--- src/rtl/svga_timing.sv ---
// SVGA raster timing generator: pixel/line counters with registered sync, blanking
// and line/frame strobes, all aligned with the x/y registers they describe.
module svga_timing #(
  parameter int unsigned H_VIS    = 800,
  parameter int unsigned H_FP     = 40,
  parameter int unsigned H_SYNC   = 128,
  parameter int unsigned H_BP     = 88,
  parameter int unsigned V_VIS    = 600,
  parameter int unsigned V_FP     = 1,
  parameter int unsigned V_SYNC   = 4,
  parameter int unsigned V_BP     = 23,
  parameter bit          SYNC_POL = 1'b1
) (
  input  logic        clk,
  input  logic        reset_n,
  input  logic        pix_en,
  output logic [10:0] x,
  output logic [9:0]  y,
  output logic        display,
  output logic        hsync,
  output logic        vsync,
  output logic        next_vertical,
  output logic        next_frame
);

  localparam int unsigned HTotal = H_VIS + H_FP + H_SYNC + H_BP;
  localparam int unsigned VTotal = V_VIS + V_FP + V_SYNC + V_BP;

  localparam logic [10:0] HMax       = 11'(HTotal - 1);
  localparam logic [10:0] HVis       = 11'(H_VIS);
  localparam logic [10:0] HSyncStart = 11'(H_VIS + H_FP);
  localparam logic [10:0] HSyncEnd   = 11'(H_VIS + H_FP + H_SYNC - 1);
  localparam logic [9:0]  VMax       = 10'(VTotal - 1);
  localparam logic [9:0]  VVis       = 10'(V_VIS);
  localparam logic [9:0]  VSyncStart = 10'(V_VIS + V_FP);
  localparam logic [9:0]  VSyncEnd   = 10'(V_VIS + V_FP + V_SYNC - 1);

  logic [10:0] x_q, x_d;
  logic [9:0]  y_q, y_d;
  logic        display_q, display_d;
  logic        hsync_q, hsync_d;
  logic        vsync_q, vsync_d;
  logic        next_vertical_q, next_vertical_d;
  logic        next_frame_q, next_frame_d;

  // Next raster position: advance on pix_en, wrap line then frame.
  always_comb begin
    x_d = x_q;
    y_d = y_q;
    if (pix_en) begin
      if (x_q == HMax) begin
        x_d = '0;
        y_d = (y_q == VMax) ? '0 : y_q + 10'd1;
      end else begin
        x_d = x_q + 11'd1;
      end
    end
  end

  // Decode the next position so the registered outputs line up with x/y.
  // With pix_en low x_d/y_d equal the current position, so outputs hold.
  always_comb begin
    display_d       = (x_d < HVis) && (y_d < VVis);
    hsync_d         = ((x_d >= HSyncStart) && (x_d <= HSyncEnd)) ? SYNC_POL : ~SYNC_POL;
    vsync_d         = ((y_d >= VSyncStart) && (y_d <= VSyncEnd)) ? SYNC_POL : ~SYNC_POL;
    next_vertical_d = (x_d == HVis) && (y_d < VVis);
    next_frame_d    = (x_d == HVis) && (y_d == VVis);
  end

  // State and output registers; reset values match the decode of (0,0).
  always_ff @(posedge clk or negedge reset_n) begin
    if (!reset_n) begin
      x_q             <= '0;
      y_q             <= '0;
      display_q       <= 1'b1;
      hsync_q         <= ~SYNC_POL;
      vsync_q         <= ~SYNC_POL;
      next_vertical_q <= 1'b0;
      next_frame_q    <= 1'b0;
    end else begin
      x_q             <= x_d;
      y_q             <= y_d;
      display_q       <= display_d;
      hsync_q         <= hsync_d;
      vsync_q         <= vsync_d;
      next_vertical_q <= next_vertical_d;
      next_frame_q    <= next_frame_d;
    end
  end

  assign x             = x_q;
  assign y             = y_q;
  assign display       = display_q;
  assign hsync         = hsync_q;
  assign vsync         = vsync_q;
  assign next_vertical = next_vertical_q;
  assign next_frame    = next_frame_q;

endmodule

--- config.mk ---
export PLATFORM = sky130hd
export DESIGN_NAME = svga_timing
export DESIGN_NICKNAME = d
export VERILOG_FILES = /design/src/rtl/svga_timing.sv
export SDC_FILE = /design/constraint.sdc
export NUM_CORES = 1
export LEC_CHECK = 0
export ABC_AREA = 1
export CAP_MARGIN = 20
export CORE_ASPECT_RATIO = 1.5
export CORE_MARGIN = 1
export CORE_UTILIZATION = 48
export CTS_CLUSTER_SIZE = 40
export DETAILED_ROUTE_END_ITERATION = 10
export PLACE_DENSITY_LB_ADDON = 0.05
export SETUP_SLACK_MARGIN = 0.4
export SKIP_CTS_REPAIR_TIMING = 1
export SLEW_MARGIN = 20
export SYNTH_ARGS = -nofsm -noshare
export SYNTH_HDL_FRONTEND = slang
export SYNTH_SLANG_ARGS = --single-unit
export TNS_END_PERCENT = 100
--- constraint.sdc ---
create_clock -name clk -period 1.7 [get_ports clk]
set_clock_uncertainty 0.05 [all_clocks]
set_input_delay 0.34 -clock clk [delete_from_list [all_inputs] [get_ports clk]]
set_output_delay 0.34 -clock clk [all_outputs]
set_load 0.03 [all_outputs]
# After elaboration in Yosys (flattened, before gate mapping)
# Cells that the tools add are included.
dict set report op_classes {
  add_sub_neg 2
  multipliers 0
  div 0
  n_lt_le_gt_ge 6
  eq_ne 4
  shift 0
  n_mux 7
  bitwise 0
  reduce_logical 5
}
# cell n
set ops {}
lappend ops {{two-way mux 10 bit} 3}
lappend ops {{two-way mux 11 bit} 2}
lappend ops {{== test 10 bit (second input constant)} 2}
lappend ops {{adder 11 x 1 -> 11 bit (second input constant)} 1}
lappend ops {{== test 11 x 10 -> 1 bit (second input constant)} 1}
lappend ops {{== test 11 bit (second input constant)} 1}
lappend ops {{greater-or-equal comparator 11 x 10 -> 1 bit (second input constant)} 1}
lappend ops {{<= comparator 11 x 10 -> 1 bit (second input constant)} 1}
lappend ops {{less-than comparator 11 x 10 -> 1 bit (second input constant)} 1}
lappend ops {{adder 10 x 1 -> 10 bit (second input constant)} 1}
lappend ops {{greater-or-equal comparator 10 bit (second input constant)} 1}
lappend ops {{<= comparator 10 bit (second input constant)} 1}
lappend ops {{less-than comparator 10 bit (second input constant)} 1}
lappend ops {{logical AND 1 bit} 5}
lappend ops {{two-way mux 1 bit} 2}
dict set report word_totals {
  ff_bits 26
  latch_bits 0
  ram_bits 0
  romBits 0
  in_bits 3
  out_inout_bits 26
  memories 0
}

# Longest topological paths before layout
dict set report logic_depth {
  word_depth 7
  depth_mapped 14
}

# Least setup slack after synthesis
# Ideal clock, no wire load.
dict set report synth_path {
  kind {flip-flop to flip-flop}
  startpoint {register x_q[0] (netlist: x[0])}
  endpoint {register next_frame_q (netlist: next_frame)}
  setup_ns 0.118
  arrival_time_ns 1.764
  path_slack_ns -0.232
  path_stages_with_launch 13
  n_path_buf 0
  synth_period_minus_slack_ns 1.932
  path_cell_list {dfrtp_1 > ha_1 > nand2_1 > nor2_4 > nand3_2 > nor2_1 > nand4_1 > nand2_1 > inv_1 > nand2_1 > nor2_2 > nand2_1 > nor2_1}
}
dict set report synth_via {
  elab_chain_len 5
  word_cells_on_any_way 9
  classes_between {add/sub: 1; eq/ne: 3; mux: 4; reduce/logical: 1}
}
# item line
set synth_lines {}
lappend synth_lines {{from (decl)} 38} ;# logic [10:0] x_q, x_d;
lappend synth_lines {{from (signal assigned)} 73} ;# x_q <= '0;
lappend synth_lines {{from (signal assigned)} 81} ;# x_q <= x_d;
lappend synth_lines {{adder 11 x 1 -> 11 bit / == test 11 bit (equally long branches)} {55, 51}}
lappend synth_lines {{two-way mux 11 bit / two-way mux 10 bit (equally long branches)} 51} ;# if (x_q == HMax) begin
lappend synth_lines {{two-way mux 11 bit / two-way mux 10 bit (equally long branches)} 50} ;# if (pix_en) begin
lappend synth_lines {{== test 11 x 10 -> 1 bit / == test 10 bit (equally long branches)} 67} ;# next_frame_d = (x_d == HVis) && (y_d == VVis);
lappend synth_lines {{logical AND 1 bit (*)} 67}
lappend synth_lines {{named net next_frame_d} 44} ;# logic next_frame_q, next_frame_d;
lappend synth_lines {{to (signal assigned)} 87} ;# next_frame_q <= next_frame_d;
lappend synth_lines {{to (decl)} 44}
# Mark *: on every way through the listed nets, which the timed path passes. The rest lies on a longest branch.

# Worst setup path after layout
dict set report layout_path {
  startpoint {register x_q[7] (netlist: x[7])}
  endpoint {register next_vertical_q (netlist: next_vertical)}
}
dict set report layout_via {
  elab_chain_len 5
  word_cells_on_any_way 9
  classes_between {add/sub: 1; order compare: 1; eq/ne: 2; mux: 4; reduce/logical: 1}
}
# item line
set layout_lines {}
lappend layout_lines {{adder 11 x 1 -> 11 bit / == test 11 bit (equally long branches)} {55, 51}}
lappend layout_lines {{two-way mux 11 bit / two-way mux 10 bit (equally long branches)} 51}
lappend layout_lines {{two-way mux 11 bit / two-way mux 10 bit (equally long branches)} 50}
lappend layout_lines {{== test 11 x 10 -> 1 bit / less-than comparator 10 bit (equally long branches)} 66} ;# next_vertical_d = (x_d == HVis) && (y_d < VVis);
lappend layout_lines {{logical AND 1 bit (*)} 66}
lappend layout_lines {{named net next_vertical_d} 43} ;# logic next_vertical_q, next_vertical_d;
lappend layout_lines {{to (signal assigned)} 86} ;# next_vertical_q <= next_vertical_d;
lappend layout_lines {{to (decl)} 43}
# Marks and branches as above.

==> out/results.tsv <==
stage	metric	value	unit
final_layout	regArea	664	sq um
synth	ys_warn_count	0	
global_routing	grt_util_all_layers	26.1	%
placed_design	dp_cells	366	
floorplanning	pin_count	29	
clocking	cts_buffer_depth	2	
synth	seq_area_frac_synth	37.7	%
global_routing	grt_pass1_vias	1653	
synth	synth-simple-area-share	42.6	%
synth	synth_compound_area_share	3.33	%
timing	worst_slew_pin_slew	358	ps
synth	synth_mux_area_share	0	%
timing	relSlewSlack	76.1	%
timing	setup_viol	6	
global_routing	grt_pass1_wl	7.29	mm
detailed_routing	routed_via_density	5.20	
pwr	switching_share	42.2	%
clocking	clock_tree.root_cell	clkbuf_8	
detailed_routing	ant_nets	0	
synth	synth_cells	250	
job	cap_violations	0	
placed_design	postPlaceCellArea	2460	sq um
placed_design	port_buffers	28	
timing	period_share	114	%
detailed_routing	num_vias	2034	
pwr	clockPowerShare	16.9	%
timing	finalSetupTns	-1040	ps
detailed_routing	firstDrtPassIters	4	
synth	syn-num-nets	255	
synth	synth_cell_types	26	
critical_path	worstReg2RegEnd	next_vertical$_DFF_PN0_	
pwr	seq_power_share	27.3	%
floorplanning	std_cell_rows	26	
timing	period_needed	1940	ps
clocking	clock-sinks	26	
synth	ys_ff_latch	26	
pwr	power_density	1090	nW/um^2
global_routing	antenna_found_initial	0	
pwr	ir_drop	0.886	mV
final_layout	drive_above_1_share	55.0	%
timing	hold_viol_final	0	
floorplanning	dieArea	3850	sq um
floorplanning	core	3420	sq um
floorplanning	die_x	51.0	um
final_layout	instances_no_fill	391	
final_layout	n_antenna_cell	0	
clocking	cts.clk_slew.worst_paths	100	ps
pwr	finalPower	3.25	mW
synth	synthesis.area	1730	sq um
timing	rsz0062_at_grt	yes	
critical_path	critical_path.max_fanout	7	
final_layout	final_cell_area	2970	sq um
critical_path	cp.arrival	2110	ps
placed_design	dp_hpwl	3.55	mm
final_layout	n_fill_cell	199	
timing	whs	364	ps
final_layout	finish.utilization	86.9	%
synth	synth_xor_area_share	2.53	%
final_layout	layout.nets	355	
detailed_routing	routed_wl	5.90	mm
pwr	intPower	1.88	mW
detailed_routing	drt_iter0_markers	58	
status	violations	setup timing	
synth	syn_avg_cell_area	6.92	sq um
synth	synth_top_family_by_area	simple AND/OR/NAND/NOR gates	
pwr	power.leakage	1.64	nW
critical_path	ff2ff_path_depth	12	
pwr	power_switching	1.37	mW
global_routing	gr-total-overflow	0	
critical_path	r2r-start	x[7]$_DFF_PN0_	
floorplanning	die-height	75.5	um
placed_design	gp_congestion	0.868	
final_layout	area_growth	71.7	%
timing	maxSlewViolCount	0	
detailed_routing	wl_per_cell	15.1	um
critical_path	r2r_slack	-240	ps
synth	synth_fa_ha_area_share	1.45	%
final_layout	multi_input_area	1120	sq um
pwr	combPwrFrac	55.8	%
critical_path	endpoint_kind	flop	
critical_path	critPathLaunchType	flop	
worst_hold_path	min-delay-path-class	in -> async	
placed_design	place_ws	-523	ps
floorplanning	initial_utilization	50.6	%
timing	timing.final.ws_setup	-244	ps
timing	fmax	514	MHz
global_routing	grt_max_degree	27	
critical_path	critPathKind	reg -> reg	
status	status	finished, violations left	
clocking	cts_max_level	1	
clocking	numCtsBuffers	3	
clocking	cts_tree	yes	
detailed_routing	drc_errors	0	
critical_path	cp.required	1870	ps
clocking	insertion_delay	290	ps
[worst max-delay path by stage]
| stage | from | end | slack [ps] | cells after the start |
|---|---|---|---|---|
| detailed placement | pix_en | next_vertical$_DFF_PN0_ | -520 | 12 |
| finish | x[7]$_DFF_PN0_ | next_vertical$_DFF_PN0_ | -240 | 12 |
| global route | x[7]$_DFF_PN0_ | next_vertical$_DFF_PN0_ | -340 | 12 |
| global placement | pix_en | next_vertical$_DFF_PN0_ | -520 | 12 |
| CTS | x[6]$_DFF_PN0_ | x[6] | -280 | 3 |
| floorplan | x[0]$_DFF_PN0_ | next_frame$_DFF_PN0_ | -30 | 12 |
[kinds of logic after synthesis]
kind of cell | count (synthesis)
flip-flops | 26
adder cells (fa/ha/maj) | 2
AND/OR/NAND/NOR | 152
buffers and inverters | 56
AO/OA/AOI/OAI | 9
XOR/XNOR | 5
[placed cells by master (no fill, tap or decap), types with 12 or more instances in the layout]
cell	n
buf_4	50
inv_2	14
nand2_2	19
nand3_1	13
buf_6	38
nor2_1	17
dfrtp_1	15
nand2_1	52
inv_1	40
nor2_4	12
[power by group through the flow]
stage	Clock (mW)	Sequential, mW	Combinational [mW]
3_3_place_gp	0	0.868	1.41
5_1_grt	0.558	0.895	1.92
4_1_cts	0.535	0.856	1.45
3_5_place_dp	0	0.870	1.44
2_1_floorplan	0	1.11	0.535
6_report	0.548	0.887	1.81
[layer usage]
layer	GRT usage [%]	wire (um)	up-vias	part of all wire, %
met5	0	0	-	0
met4	10.8	251	0	4.3
met1	28.0	2100	983	36
met3	2.79	172	23	2.9
li1	-	-	951	-
met2	51.0	3380	77	57
[flip-flops by register name, summed over array words and instances (netlist names)]
name           flops
y                 10
next_frame         1
x                 11
next_vertical      1
display            1
hsync              1
vsync              1
[synthesized netlist by cell type (all sizes together)]
cell / n / area [sq um]
or2: 1 / 6.26
ha: 2 / 25.0
xor2: 5 / 43.8
dfrtp: 25 / 626
dfstp: 1 / 26.3
inv: 55 / 206
nand2: 77 / 314
a21oi: 3 / 18.8
o21bai: 2 / 15.0
nand4: 5 / 31.3
buf: 1 / 7.51
nand3: 25 / 145
nor3: 4 / 20.0
nand3b: 1 / 7.51
nor2: 39 / 213
o21ai: 4 / 23.8
[area by class of cell]
class	count	area share, %
clock inverters	1	1.01
multi-input cells	168	37.6
well taps	42	1.77
inverters	55	7.04
repair buffers	96	28.8
flip-flops and latches	26	22.4
clock buffers	3	1.39
[critical path, stage by stage (launching register included)]
cell,delay [ps]
dfrtp_1,420
inv_2,90
nand2_2,90
nor2_4,180
buf_4,150
nand3_4,120
nor2_1,180
a21oi_1,100
nand2_1,90
nand2_1,100
nand2_1,90
nand2_1,90
nor2_1,150
No activity file was read; power rests on OpenSTA's default activity.
